===== src/rtl/channel_mux_if.sv =====
// ---------------------------------------------------------------------------
// channel_mux_if
//  Bundles the per-channel packet-read handshake and the serialised USB write
//  stream of channel_mux.
//  NUM_CHAN must match the NUM_CHAN of the channel_mux instance bound to it.
//  Signals:
//   have_pkt_channel [NUM_CHAN:0]       per-channel complete packet available
//   chan_data        [32*(NUM_CHAN+1)]  per-channel read data, ch i at [32*i +: 32]
//   have_space                          downstream can take one 128-word packet
//   RD_channel       [NUM_CHAN:0]       read strobe to the granted channel
//   RD_done_channel  [NUM_CHAN:0]       packet fully read pulse
//   usbdata_out      [31:0]             serialised output word
//   WR_out                              usbdata_out valid strobe
//  Modports: master = the multiplexer, slave = channels plus packet writer.
// ---------------------------------------------------------------------------
interface channel_mux_if #(
  parameter int NUM_CHAN = 2
);
  logic [NUM_CHAN:0]            have_pkt_channel;
  logic [32*(NUM_CHAN+1)-1:0]   chan_data;
  logic                         have_space;
  logic [NUM_CHAN:0]            RD_channel;
  logic [NUM_CHAN:0]            RD_done_channel;
  logic [31:0]                  usbdata_out;
  logic                         WR_out;

  modport master (
    input  have_pkt_channel, chan_data, have_space,
    output RD_channel, RD_done_channel, usbdata_out, WR_out
  );

  modport slave (
    output have_pkt_channel, chan_data, have_space,
    input  RD_channel, RD_done_channel, usbdata_out, WR_out
  );
endinterface


===== src/rtl/channel_mux.sv =====
// ---------------------------------------------------------------------------
// channel_mux
//  RX-side packet multiplexer. Round-robin arbitrates over NUM_CHAN data
//  channels plus one control channel (index NUM_CHAN), reads one complete
//  128-word packet from the granted channel and serialises it as 32-bit words
//  (one word every two cycles). Word 0 gets its header channel field [20:16]
//  rewritten to the granted channel number (5'h1f for the control channel).
//  Ports:
//   rxclk  in  sole clock, rising edge
//   reset  in  asynchronous active-high reset, clears all state
//   bus    master modport of channel_mux_if (handshake and output stream)
// ---------------------------------------------------------------------------
module channel_mux #(
  parameter int NUM_CHAN = 2
) (
  input  logic          rxclk,
  input  logic          reset,
  channel_mux_if.master bus
);
  localparam int NCH  = NUM_CHAN + 1;
  localparam int SELW = (NCH > 1) ? $clog2(NCH) : 1;

  typedef enum logic [2:0] {
    IDLE       = 3'd0,
    WAIT_SPACE = 3'd1,
    READ       = 3'd2,
    CAPTURE    = 3'd3,
    DONE       = 3'd4
  } state_t;

  state_t            state_r, next_state_s;
  logic [SELW-1:0]   sel_r, sel_s;
  logic [SELW-1:0]   last_r, last_s;
  logic [6:0]        count_r, count_s;
  logic [NCH-1:0]    rd_channel_r, rd_channel_s;
  logic [NCH-1:0]    rd_done_r, rd_done_s;
  logic [31:0]       usbdata_r, usbdata_s;
  logic              wr_r, wr_s;
  logic [31:0]       chan_word_s [NCH];
  logic [4:0]        hdr_chan_s;
  logic              start_s;

  // First requesting channel after 'last', wrapping through NUM_CHAN to 0.
  function automatic logic [SELW-1:0] rr_pick(input logic [NCH-1:0] req,
                                             input logic [SELW-1:0] last);
    logic [SELW-1:0] pick;
    logic            found;
    int              idx;
    pick  = {SELW{1'b0}};
    found = 1'b0;
    for (int off = 1; off <= NCH; off++) begin
      idx = (int'(last) + off) % NCH;
      if (!found && req[idx]) begin
        pick  = SELW'(idx);
        found = 1'b1;
      end else begin
        pick  = pick;
        found = found;
      end
    end
    return pick;
  endfunction

  for (genvar g = 0; g < NCH; g++) begin : g_unpack
    assign chan_word_s[g] = bus.chan_data[32*g +: 32];
  end

  // Control channel is tagged 5'h1f, data channels carry their own index.
  assign hdr_chan_s = (int'(sel_r) == NUM_CHAN) ? 5'h1f : 5'(sel_r);

  // A new grant is only taken once the previous RD_done pulse has cleared,
  // giving the finished channel one cycle to drop its have_pkt flag.
  assign start_s = (rd_done_r == {NCH{1'b0}}) && (|bus.have_pkt_channel);

  // State register.
  always_ff @(posedge rxclk or posedge reset) begin
    if (reset) begin
      state_r <= IDLE;
    end else begin
      state_r <= next_state_s;
    end
  end

  // Next-state logic.
  always_comb begin
    next_state_s = state_r;
    case (state_r)
      IDLE: begin
        if (start_s) next_state_s = WAIT_SPACE;
        else         next_state_s = IDLE;
      end
      WAIT_SPACE: begin
        if (bus.have_space) next_state_s = READ;
        else                next_state_s = WAIT_SPACE;
      end
      READ:    next_state_s = CAPTURE;
      CAPTURE: begin
        if (count_r == 7'd127) next_state_s = DONE;
        else                   next_state_s = READ;
      end
      DONE:    next_state_s = IDLE;
      default: next_state_s = IDLE;
    endcase
  end

  // Output and datapath next values; strobes default low each cycle.
  always_comb begin
    sel_s        = sel_r;
    last_s       = last_r;
    count_s      = count_r;
    rd_channel_s = {NCH{1'b0}};
    rd_done_s    = {NCH{1'b0}};
    usbdata_s    = usbdata_r;
    wr_s         = 1'b0;
    case (state_r)
      IDLE: begin
        if (start_s) sel_s = rr_pick(bus.have_pkt_channel, last_r);
        else         sel_s = sel_r;
      end
      WAIT_SPACE: begin
        if (bus.have_space) rd_channel_s[sel_r] = 1'b1;
        else                rd_channel_s = {NCH{1'b0}};
      end
      READ: begin
        wr_s = 1'b0;
      end
      CAPTURE: begin
        usbdata_s = chan_word_s[sel_r];
        if (count_r == 7'd0) usbdata_s[20:16] = hdr_chan_s;
        else                 usbdata_s[20:16] = chan_word_s[sel_r][20:16];
        wr_s    = 1'b1;
        count_s = count_r + 7'd1;
        if (count_r != 7'd127) rd_channel_s[sel_r] = 1'b1;
        else                   rd_channel_s = {NCH{1'b0}};
      end
      DONE: begin
        rd_done_s[sel_r] = 1'b1;
        last_s           = sel_r;
        count_s          = 7'd0;
      end
      default: begin
        wr_s = 1'b0;
      end
    endcase
  end

  // Datapath and registered output stage.
  always_ff @(posedge rxclk or posedge reset) begin
    if (reset) begin
      sel_r        <= {SELW{1'b0}};
      last_r       <= SELW'(NUM_CHAN);
      count_r      <= 7'd0;
      rd_channel_r <= {NCH{1'b0}};
      rd_done_r    <= {NCH{1'b0}};
      usbdata_r    <= 32'd0;
      wr_r         <= 1'b0;
    end else begin
      sel_r        <= sel_s;
      last_r       <= last_s;
      count_r      <= count_s;
      rd_channel_r <= rd_channel_s;
      rd_done_r    <= rd_done_s;
      usbdata_r    <= usbdata_s;
      wr_r         <= wr_s;
    end
  end

  assign bus.RD_channel      = rd_channel_r;
  assign bus.RD_done_channel = rd_done_r;
  assign bus.usbdata_out     = usbdata_r;
  assign bus.WR_out          = wr_r;
endmodule


===== src/flat_wrapper.sv =====
// flat-port wrapper written by rule: the top's interface ports become plain ports
module channel_mux_flat 
#(
  parameter int NUM_CHAN = 2
)
  (rxclk, reset, bus_have_pkt_channel, bus_chan_data, bus_have_space, bus_RD_channel, bus_RD_done_channel, bus_usbdata_out, bus_WR_out);
  channel_mux_if #(.NUM_CHAN(NUM_CHAN)) bus_i ();
  input  logic rxclk;
  input  logic reset;
  input wire logic [$bits(bus_i.have_pkt_channel)-1:0] bus_have_pkt_channel;
  input wire logic [$bits(bus_i.chan_data)-1:0] bus_chan_data;
  input wire logic [$bits(bus_i.have_space)-1:0] bus_have_space;
  output wire logic [$bits(bus_i.RD_channel)-1:0] bus_RD_channel;
  output wire logic [$bits(bus_i.RD_done_channel)-1:0] bus_RD_done_channel;
  output wire logic [$bits(bus_i.usbdata_out)-1:0] bus_usbdata_out;
  output wire logic [$bits(bus_i.WR_out)-1:0] bus_WR_out;
  assign bus_i.have_pkt_channel = bus_have_pkt_channel;
  assign bus_i.chan_data = bus_chan_data;
  assign bus_i.have_space = bus_have_space;
  assign bus_RD_channel = bus_i.RD_channel;
  assign bus_RD_done_channel = bus_i.RD_done_channel;
  assign bus_usbdata_out = bus_i.usbdata_out;
  assign bus_WR_out = bus_i.WR_out;
  channel_mux #(.NUM_CHAN(NUM_CHAN)) u_core (.rxclk(rxclk), .reset(reset), .bus(bus_i));
endmodule

===== config.mk =====
export PLATFORM = sky130hd
export DESIGN_NAME = channel_mux_flat
export DESIGN_NICKNAME = d
export VERILOG_FILES = /design/src/rtl/channel_mux_if.sv /design/src/rtl/channel_mux.sv /design/src/flat_wrapper.sv
export SDC_FILE = /design/constraint.sdc
export NUM_CORES = 1
export LEC_CHECK = 0
export ABC_AREA = 1
export BUFFER_PORTS_ARGS = -buffer_cell sky130_fd_sc_hd__buf_2
export CAP_MARGIN = 20
export CORE_ASPECT_RATIO = 0.5
export CORE_UTILIZATION = 49
export CTS_CLUSTER_SIZE = 12
export DETAILED_ROUTE_END_ITERATION = 7
export GPL_TIMING_DRIVEN = 0
export PLACE_DENSITY_LB_ADDON = 0.05
export SLEW_MARGIN = 40
export SYNTH_ARGS = -nofsm -noshare
export SYNTH_HDL_FRONTEND = slang
export SYNTH_SLANG_ARGS = --single-unit
export TNS_END_PERCENT = 20

===== constraint.sdc =====
create_clock -name rxclk -period 4.83 [get_ports rxclk]
set_clock_uncertainty 0.15 [all_clocks]
set_input_delay 0.7245 -clock rxclk [delete_from_list [all_inputs] [get_ports rxclk]]
set_output_delay 0.7245 -clock rxclk [all_outputs]
set_load 0.03 [all_outputs]

# Yosys cells after proc, flatten, opt, wreduce, memory -nomap -nowiden
# Cells that the tools add are included.
totals:
  register_bits: 53
  in_bits: 102
  out_inout_bits: 39
  elab_cells: 76
classes:
  add_sub_neg: 4
  div_mod_pow: 3
  magnitude_cmp: 6
  eq_ne: 7
  mux: 35
  n_bitwise: 1
  reduce_logical: 12
ops:
  columns: ["operator", "n"]
  rows:
  - ["32-bit by 4-bit less-than comparator with 1-bit output, second input constant", 3]
  - ["32-bit by 3-bit modulo with 32-bit output, second input constant", 3]
  - ["32-bit binary-select mux with 2-bit select", 1]
  - ["32-bit 2-to-1 mux", 2]
  - ["1-bit 2-to-1 mux", 15]
  - ["7-bit one-hot mux with 2 select lines", 1]
  - ["3-bit 2-to-1 mux", 4]
  - ["3-bit one-hot mux with 4 select lines", 1]
  - ["5-bit 2-to-1 mux", 2]
  - ["2-bit 2-to-1 mux", 4]
  - ["7-bit by 1-bit adder with 7-bit output, second input constant", 1]
  - ["7-bit == test, second input constant", 1]
  - ["7-bit logical NOT", 1]
  - ["7-bit inequality test, second input constant", 1]
  - ["2-bit by 2-bit adder with 3-bit output, second input constant", 2]
  - ["1-bit binary-select mux with 2-bit select", 3]
  - ["3-bit by 2-bit == test with 1-bit output, second input constant", 2]
  - ["3-bit logical NOT", 2]
  - ["3-bit one-hot mux with 2 select lines", 1]
  - ["1-bit logical AND", 4]
  - ["2-bit by 1-bit adder with 3-bit output, second input constant", 1]
  - ["3-bit by 1-bit == test with 1-bit output, second input constant", 1]
  - ["3-bit == test, second input constant", 1]
  - ["3-bit greater-or-equal comparator, second input constant", 1]
  - ["other kinds (9)", 10]

# Logic depth before layout (Yosys ltp)
# Gate-level depths: netlist of run 1.
logic_depth:
  ltp_word: 16
  mapped_depth: 12

# Worst setup path after synthesis of run 1
# No wires, ideal clock.
synth_path:
  path_kind: "flip-flop to flip-flop"
  start: "register u_core.last_r[1]"
  end: "register u_core.sel_r[0]"
  setup_time_ns: 0.116
  t_arrival_ns: 1.356
  required_ns: 4.564
  path_slack_ns: 3.208
  path_stages_with_launch: 12
  path_buffers: 0
  synth_period_minus_slack_ns: 1.622
  path_cell_list: "dfstp_2 ha_1 inv_1 nand2_1 nand3_1 nand2_1 nand3_1 nand2_1 inv_1 nand2_1 nand2_1 nand2_1"
synth_between:
  elab_chain_cells: 16
synth_rtl:
  columns: ["item", "line_no", "text"]
  rows:
  - ["from (decl)", "channel_mux.sv:33", "logic [SELW-1:0] last_r, last_s;"]
  - ["from (signal assigned)", "channel_mux.sv:151", "last_r <= SELW'(NUM_CHAN);"]
  - ["from (signal assigned)", "channel_mux.sv:159", "last_r <= last_s;"]
  - ["2-bit by 1-bit adder with 3-bit output", "channel_mux.sv:52", "idx = (int'(last) + off) % NCH;"]
  - ["32-bit by 3-bit modulo with 32-bit output", "channel_mux.sv:52", null]
  - ["1-bit binary-select mux with 2-bit select", "channel_mux.sv:53", "if (!found && req[idx]) begin"]
  - ["1-bit 2-to-1 mux (not written as such) (2 in a row)", "channel_mux.sv:53", null]
  - ["1-bit 2-to-1 mux", "channel_mux.sv:53", null]
  - ["1-bit 2-to-1 mux", "channel_mux.sv:117", "if (start_s) sel_s = rr_pick(bus.have_pkt_channel, last_r);"]
  - ["1-bit 2-to-1 mux", "channel_mux.sv:115", "case (state_r)"]
  - ["1-bit logical NOT", "channel_mux.sv:53", null]
  - ["1-bit logical AND", "channel_mux.sv:53", null]
  - ["1-bit 2-to-1 mux", "channel_mux.sv:53", null]
  - ["1-bit 2-to-1 mux", "channel_mux.sv:117", null]
  - ["1-bit 2-to-1 mux", "channel_mux.sv:115", null]
  - ["1-bit logical NOT", "channel_mux.sv:53", null]
  - ["1-bit logical AND", "channel_mux.sv:53", null]
  - ["2-bit 2-to-1 mux *", "channel_mux.sv:53", null]
  - ["to (signal assigned)", "channel_mux.sv:150", "sel_r <= {SELW{1'b0}};"]
  - ["to (signal assigned)", "channel_mux.sv:158", "sel_r <= sel_s;"]
  - ["to (decl)", "channel_mux.sv:32", "logic [SELW-1:0] sel_r, sel_s;"]
# Every way passes the cells marked *; elsewhere a longest branch is shown, timed or not. The select of a mux whose other input is x is not followed.
# A chain may end at the register's enable or synchronous reset.

# Worst setup path in the final report of run 1
layout_path:
  start: "register u_core.last_r[1]"
  end: "register u_core.sel_r[1]"
# Same word-level chain as after synthesis.

==> summary.md, run 1 <==
| Metric | Value |
|---|---|
| H-tree depth | 2 |
| Global-route wire length before repair | roughly 13000 um |
| Clock sink total | 53 |
| Via-per-instance ratio | 5.25 |
| Worst-margin pin slew | 0.334 ns |
| Initial antenna violation count | 0 |
| Number of synthesized flops with an enable pin | 0 |
| FF+latch count, synth | 53 |
| Max-slew headroom | 0.777 |
| Die ar. | ~6000 um2 |
| Fillcell total | roughly 420 |
| Most instantiated cells after synthesis | nand2_1 (83), dfrtp_1 (52), nor2_1 (52) |
| Fin Setup TNS | 0 ns |
| Final nets | about 600 |
| CTS resizes | 0 |
| Worst path max stage delay | 0.56 ns |
| FF-to-FF path depth | 9 |
| Synthesized instance count | 340 |
| Post-synth cell types | 25 |
| Max Freq | 542 MHz |
| Startpoint types | flop |
| Initial drt markers | approximately 180 |
| Tcrit/Tclk final | 0.382 |
| Register area share after synthesis | 0.480 |
| CTS tree | built |
| Pwr dens | 285 nW/um2 |
| # Max-Cap Violations | 0 |
| RSZ-0062 raised after global routing | no |
| ANT nets after route | 0 |
| Number of remaining DRC errors | 0 |
| Final Core Density | 0.724 |
| Antenna cells | 0 |
| Vias | 2932 |
| Critical path arrival | between 1.5 and 2 ns |
| Synth async-reset ratio | 1.00 |
| Leak | approximately 1.9 nW |
| Worst hold path type | input port to asynchronous set/reset pin |
| Row count | 18 |
| Synth area leaders | dfrtp_1 (47%), nand2_1 (11%), a22oi_1 (7.3%) |
| Final min period | approximately 1.8 ns |
| All-layer global routing usage | 0.283 |
| Status | complete, no violations |
| Skew-Pair Late Insertion Delay | just under 0.3 ns |
| Worst path required time | 4.87 ns |
| Vias in the first global route | 2816 |
| Slew Limit Fails | 0 |
| Global placement routability congestion | 0.842 |
| Grt total ovfl | 0 |
| Crit path capture type | flop |
| Post-DP HPWL | 6140 um |
| First-pass DRT Iterations | 5 |
| Largest net degree at the start of global routing | 41 |
| Slowest cell on crit path | dfstp_2 |
| Area Growth Syn to Fin | 35.5% |
| Top_reg_cell synth | dfrtp_1 |
| Top-count cell post-synth | nand2_1 |
| # hold bufs at CTS | 0 |
| Share of the synthesized area in the top cell type | 0.470 |
| DRT Wirelength | ~8000 um |
| I/O pin count | about 140 |
| Synth Area per Inst | slightly above 8 um2 |
| Critical path's most frequent cell | nand2_1 |
| Synth Net Count | 447 |
| WL/cell | 14.3 um |
| Clock Path Buffers | 2 |
| Setup Fix Bufs, Post-CTS | 0 |
| Final Hold Viols | 0 |
| Post-synth top area cell | dfrtp_1 |
| Crit-path cells | ha_1 > inv_1 > nand2_1 > nand3_1 > nand2_1 > nand4_1 > nand2_1 > nor2_1 > nor2_1 |
| Die H | between 50 and 60 um |
| Synthesized area | 2770 um2 |
| Clock Tree Root | clkbuf_16 |
| Proportion of layout cells with a drive suffix above 1 | 0.358 |
| Critical Path Fanout Max | 6 |
| Core Footprint | between 5000 and 6000 um2 |
| Worst VDD drop | between 0.00015 and 0.0002 V |
| DIE WIDTH | 108 um |
| Number of port buffers | 140 |
| Setup Viol. Count Final | 0 |
| Storage cell area | approximately 1300 um2 |
| Worst setup path class | flop to flop |
| Ys Warns | 0 |
| Initial core utilization | 0.534 |
| Multi-input gate area | 1240 um2 |
| Clock transition at the registers of the reported paths | 0.07 ns |
| Total CTS buffers | 5 |
## report_power, final
group | total, W | internal (W) | switching [W]
Clock | 0.000418 | 0.000259 | 0.000159
Combinational | 0.000176 | 0.0000714 | 0.000105
Sequential | 0.000476 | 0.000465 | 0.0000112
## layer usage
layer	global-route usage	wire, um	part of all wire	vias up
met5	0	0	0	-
met4	0.110	48	0.0060	0
met3	0.0691	470	0.059	6
met2	0.518	4200	0.52	109
met1	0.335	3300	0.41	1370
li1	-	-	-	1447
## registers in the layout (all words and copies together), names as in the netlist
| name | flops |
|---|---|
| u_core.bus.usbdata_out | 32 |
| u_core.count_r | 7 |
| u_core.bus.RD_channel | 3 |
| u_core.bus.RD_done_channel | 3 |
| u_core.state_r | 3 |
| u_core.last_r | 2 |
| u_core.sel_r | 2 |
| u_core.bus.WR_out | 1 |
## final timing paths
path                                       startpoint                          to  slack [ns]
min in group rxclk         u_core.bus.usbdata_out[16]  u_core.bus.usbdata_out[16]        0.37
min                                             reset           u_core.bus.WR_out        0.19
max reg2reg                          u_core.last_r[1]             u_core.sel_r[1]        2.98
max                                  u_core.last_r[1]             u_core.sel_r[1]        2.98
min reg2reg                u_core.bus.usbdata_out[16]  u_core.bus.usbdata_out[16]        0.37
max in group asynchronous                       reset            u_core.last_r[1]        3.81
## logic make-up (layout without fill, tap and decap cells)
kind of cell	count (synthesis)	after routing	share of synthesized area
fa+ha+maj	5	5	0.0226
simple gates	167	167	0.250
compound gates	74	74	0.174
xor+xnor	1	1	0.00317
flops	53	53	0.480
buf+inv	40	189	0.0710
## placed cells by master (no fill, tap or decap), types with 2 or more instances in the layout
master	netlist	routed
nand4_1	3	3
clkbuf_16	0	5
o21ai_0	13	13
nand2_1	83	83
nor2_1	52	52
a22oi_1	27	27
inv_2	3	3
inv_1	21	20
ha_1	5	5
nor2_4	2	2
nand3_1	19	19
buf_2	10	150
a31oi_1	27	27
buf_4	3	3
buf_6	3	3
a21oi_1	5	5
nor3_1	4	4
dfrtp_1	52	52
## area by class of cell
class	count	area share
Sequential cell	53	0.354
Multi-Input combinational cell	247	0.332
Timing Repair Buffer	141	0.192
Clock buffer	7	0.0380
Buffer	16	0.0284
Inverter	24	0.0247
Tap cell	70	0.0233
Clock inverter	1	0.00801
## per-stage QoR
step           total power, W  worst slack, ns  cells  cell area (um2)  hold slack, ns
6_report              0.00107             2.98    559             3750           0.191
2_1_floorplan        0.000580             2.67    340             2770           0.331
3_3_place_gp         0.000653             2.07    550             3560           0.311
3_5_place_dp         0.000660             3.05    551             3580           0.340
4_1_cts               0.00107             3.02    559             3750           0.195
5_1_grt               0.00111             2.87    559             3750           0.200
## worst max-delay path, delay by kind of cell (launching register included)
family                     cells  cell delay (ns)
adders and majority gates      1             0.29
and+or+nand+nor                7             0.59
DFF                            1             0.56
buffers and inverters          1             0.15
No activity file was read; power rests on OpenSTA's default activity.
==> run 2, diff against run 1 <==
ABC_AREA = 0   (was 1)
CORE_UTILIZATION = 46   (was 49)
clock period = 1.7 ns   (was 4.83 ns; I/O delays follow)
==> run 2 against run 1 <==
  * The flow now finishes with violations (setup timing)
  * Sequential share of layout area down 2.1 points
  * Wire length down 4.6%
  * First-iteration DRC count down 22%
  * Total power up 150%
  * Non-clock buffer count up 14
  * Fmax up 1.5%
  * Flip-flop and latch count unchanged
  * Largest power group unchanged
  * Highest routed layer unchanged
==> summary.md, run 2 <==
| Metric | Value |
|---|---|
| Status | finished, violations left |
| Violated checks | setup timing |
| H-tree depth | 2 |
| Fin cells | approximately 550 |
| Leak | about 2.0 nW |
| Largest net degree at the start of global routing | 27 |
| Multi-input gate area | between 1000 and 1500 um2 |
| GR Util met1 | 0.306 |
| Clock Path Buffers | 2 |
| Clock transition at the registers of the reported paths | approximately 0.070 ns |
| Vias in the first global route | 2757 |
| Most frequent cells in the layout | buf_2 (143), dfrtp_1 (48), nor2_1 (38), nand2_1 (35), o21ai_0 (34) |
| Global-route wire length before repair | around 12000 um |
| Synthesized area | approximately 2800 um2 |
| Grt met3 use | 0.0478 |
| Post-DP HPWL | 5840 um |
| Startpoint types | flop |
| # Max-Cap Violations | 0 |
| Post-synthesis mux area share | 0.117 |
| FF-to-FF path depth | 4 |
| Synthesized instance count | roughly 320 |
| Worst path max stage delay | between 0.5 and 0.6 ns |
| Clock sink total | 53 |
| Synth area leaders | dfrtp_1 (46%), mux2i_1 (9.6%), o21ai_0 (7.1%) |
| Global placement routability congestion | approximately 0.85 |
| Global Route met2 Usage | 0.443 |
| DRT Wirelength | 7650 um |
| Critical Path Fanout Max | 3 |
| Via-per-instance ratio | about 5.2 |
| Commonest non-fill, non-tap cell in the layout | buf_2 |
| Die ar. | approximately 6500 um2 |
| Fillcell total | 470 |
| PnR Total Power | ~0.0027 W |
| Post-route cell area | 4000 um2 |
| Worst r2r dst | u_core.sel_r[1] |
| Register area share after synthesis | 0.471 |
| Worst VDD drop | around 0.00046 V |
| All-layer global routing usage | 0.246 |
| Fin Setup TNS | -0.187 ns |
| Tcrit/Tclk final | 1.07 |
| Antenna cells | 0 |
| ANT nets after route | 0 |
| Setup ws final | -0.120 ns |
| Worst path required time | between 1.5 and 2 ns |
| Critical path arrival | about 1.8 ns |
| Initial antenna violation count | 0 |
| Adder-cell area share of the yosys netlist | 0.0222 |
| Max Freq | about 550 MHz |
| Post-synth cell types | 38 |
| Synth Area per Inst | 8.96 um2 |
| Vias | between 2k and 3k |
| RSZ-0062 raised after global routing | yes |
| Pwr dens | ~670 nW/um2 |
| Worst flop-to-flop path startpoint | u_core.state_r[1] |
| Final min period | roughly 1.8 ns |
| Final Core Density | 0.704 |
| Crit-path cells | or4_4 > nor3_4 > o31ai_4 > mux2_4 |
| I/O pin count | between 100 and 150 |
| Most instantiated cells after synthesis | dfrtp_1 (52), o21ai_0 (40), nor2_1 (38) |
| Xor/xnor share of the synthesized area | 0.00621 |
| Fraction of the mapped netlist area in simple logic gates | 0.170 |
| Initial core utilization | 0.497 |
| Slew Limit Fails | 0 |
| Busiest grt layer | met2 |
| Row count | 19 |
| Compound-Gate Fraction of Synth Area | 0.173 |
| Crit path capture type | flop |
| Hold path depth | 3 |
| Proportion of layout cells with a drive suffix above 1 | 0.427 |
| CTS tree | built |
| Ys Warns | 0 |
| Worst hold path type | input port to flop |
| Max-slew headroom | 0.714 |
| Synth async-reset ratio | 1.00 |
| Skew-Pair Late Insertion Delay | approximately 0.29 ns |
| Top_reg_cell synth | dfrtp_1 |
| Initial drt markers | roughly 140 |
| R2R Setup Slk | -0.12 ns |
| Clock Tree Root | clkbuf_16 |
| Main combinational cell family by area after synthesis | compound AO/OA/AOI/OAI gates |
| Post-Place Cells | 530 |
| Grt total ovfl | 0 |
| Number of synthesized flops with an enable pin | 0 |
| First-pass DRT Iterations | 4 |
| Share of the synthesized area in the top cell type | 0.461 |
| Final Hold Viols | 0 |
| Hold Path Sink | u_core.bus.usbdata_out[18] |
| Number of port buffers | between 100 and 150 |
| Storage cell area | between 1000 and 1500 um2 |
| Total CTS buffers | 5 |
| Slowest cell on crit path | or4_4 |
| FF+latch count, synth | 53 |
| WL/cell | 14.0 um |
| Die H | 57.4 um |
| Top-count cell post-synth | dfrtp_1 |
| Final nets | ~580 |
| Min-delay src | bus_chan_data[18] |
| Core Footprint | 5680 um2 |
| Number of remaining DRC errors | 0 |
| Setup Viol. Count Final | 2 |
| Synth Net Count | ~420 |
| Post-synth top area cell | dfrtp_1 |
| Worst-margin pin slew | approximately 0.43 ns |
| Placed inst area | roughly 3700 um2 |
| Area Growth Syn to Fin | 41.8% |
| DIE WIDTH | 113 um |
| Worst setup path class | flop to flop |
| Number of flip-flops in the largest register | 32 |
==> run 2: worst max path at each step <==
| stage | startpoint | to | slack [ns] | cells after the start |
|---|---|---|---|---|
| CTS | u_core.state_r[1] | u_core.sel_r[1] | -0.16 | 4 |
| finish | u_core.state_r[1] | u_core.sel_r[1] | -0.12 | 4 |
| global route | u_core.state_r[1] | u_core.sel_r[1] | -0.18 | 4 |
| detailed placement | u_core.state_r[1] | u_core.sel_r[1] | -0.19 | 4 |
| floorplan | u_core.bus.RD_done_channel[0] | u_core.sel_r[1] | -0.08 | 4 |
| global placement | u_core.state_r[1] | u_core.sel_r[1] | -0.18 | 4 |
==> run 2: logic make-up (layout without fill, tap and decap cells) <==
group                      after synthesis  after routing
and+or+nand+nor                        106            106
AOI/OAI and AO/OA                       89             89
DFF                                     53             53
muxes                                   32             32
buffers and inverters                   28            186
adders and majority gates                5              5
xor gates and xnor gates                 2              2
==> run 2: critical path: cells and delay by family, from the launching register on <==
family | cells | cell delay [ns]
AND/OR/NAND/NOR | 2 | 0.74
flip-flops | 1 | 0.39
multiplexers | 1 | 0.31
AO/OA/AOI/OAI | 1 | 0.12
==> run 2: what timing repair did <==
action                                  4_1_cts  5_1_grt
buffers inserted                              6        3
endpoints found under the setup margin       37       45
pin swaps                                     1        4
hold endpoints to repair                      9        0
hold buffers                                  1        0
resized for setup                            16       43
==> run 2: layout make-up <==
type                       instances  area share
sequential                        53       0.333
clock inverter                     1     0.00188
buffer                            19      0.0275
tap                               73      0.0228
clock buffer                       7      0.0332
multi-input combinational        234       0.367
inverter                           7     0.00751
timing repair buffer             152       0.207
==> run 2: metrics by stage <==
| step | hold WS [ns] | worst slack [ns] |
|---|---|---|
| 2_1_floorplan | 0.166 | -0.0792 |
| 3_3_place_gp | 0.309 | -0.180 |
| 3_5_place_dp | 0.0973 | -0.189 |
| 4_1_cts | 0.0765 | -0.160 |
| 5_1_grt | 0.0902 | -0.179 |
| 6_report | 0.0819 | -0.120 |
==> run 2: metal layers <==
metal / up-vias / share of wire
li1: 1408 / -
met1: 1334 / 0.44
met2: 99 / 0.50
met3: 12 / 0.050
met4: 0 / 0.015
met5: - / 0
==> run 2: power breakdown <==
part           internal (W)  total [W]  switching, W
Clock              0.000548   0.000980      0.000432
Sequential          0.00130    0.00132     0.0000198
Combinational      0.000163   0.000373      0.000210
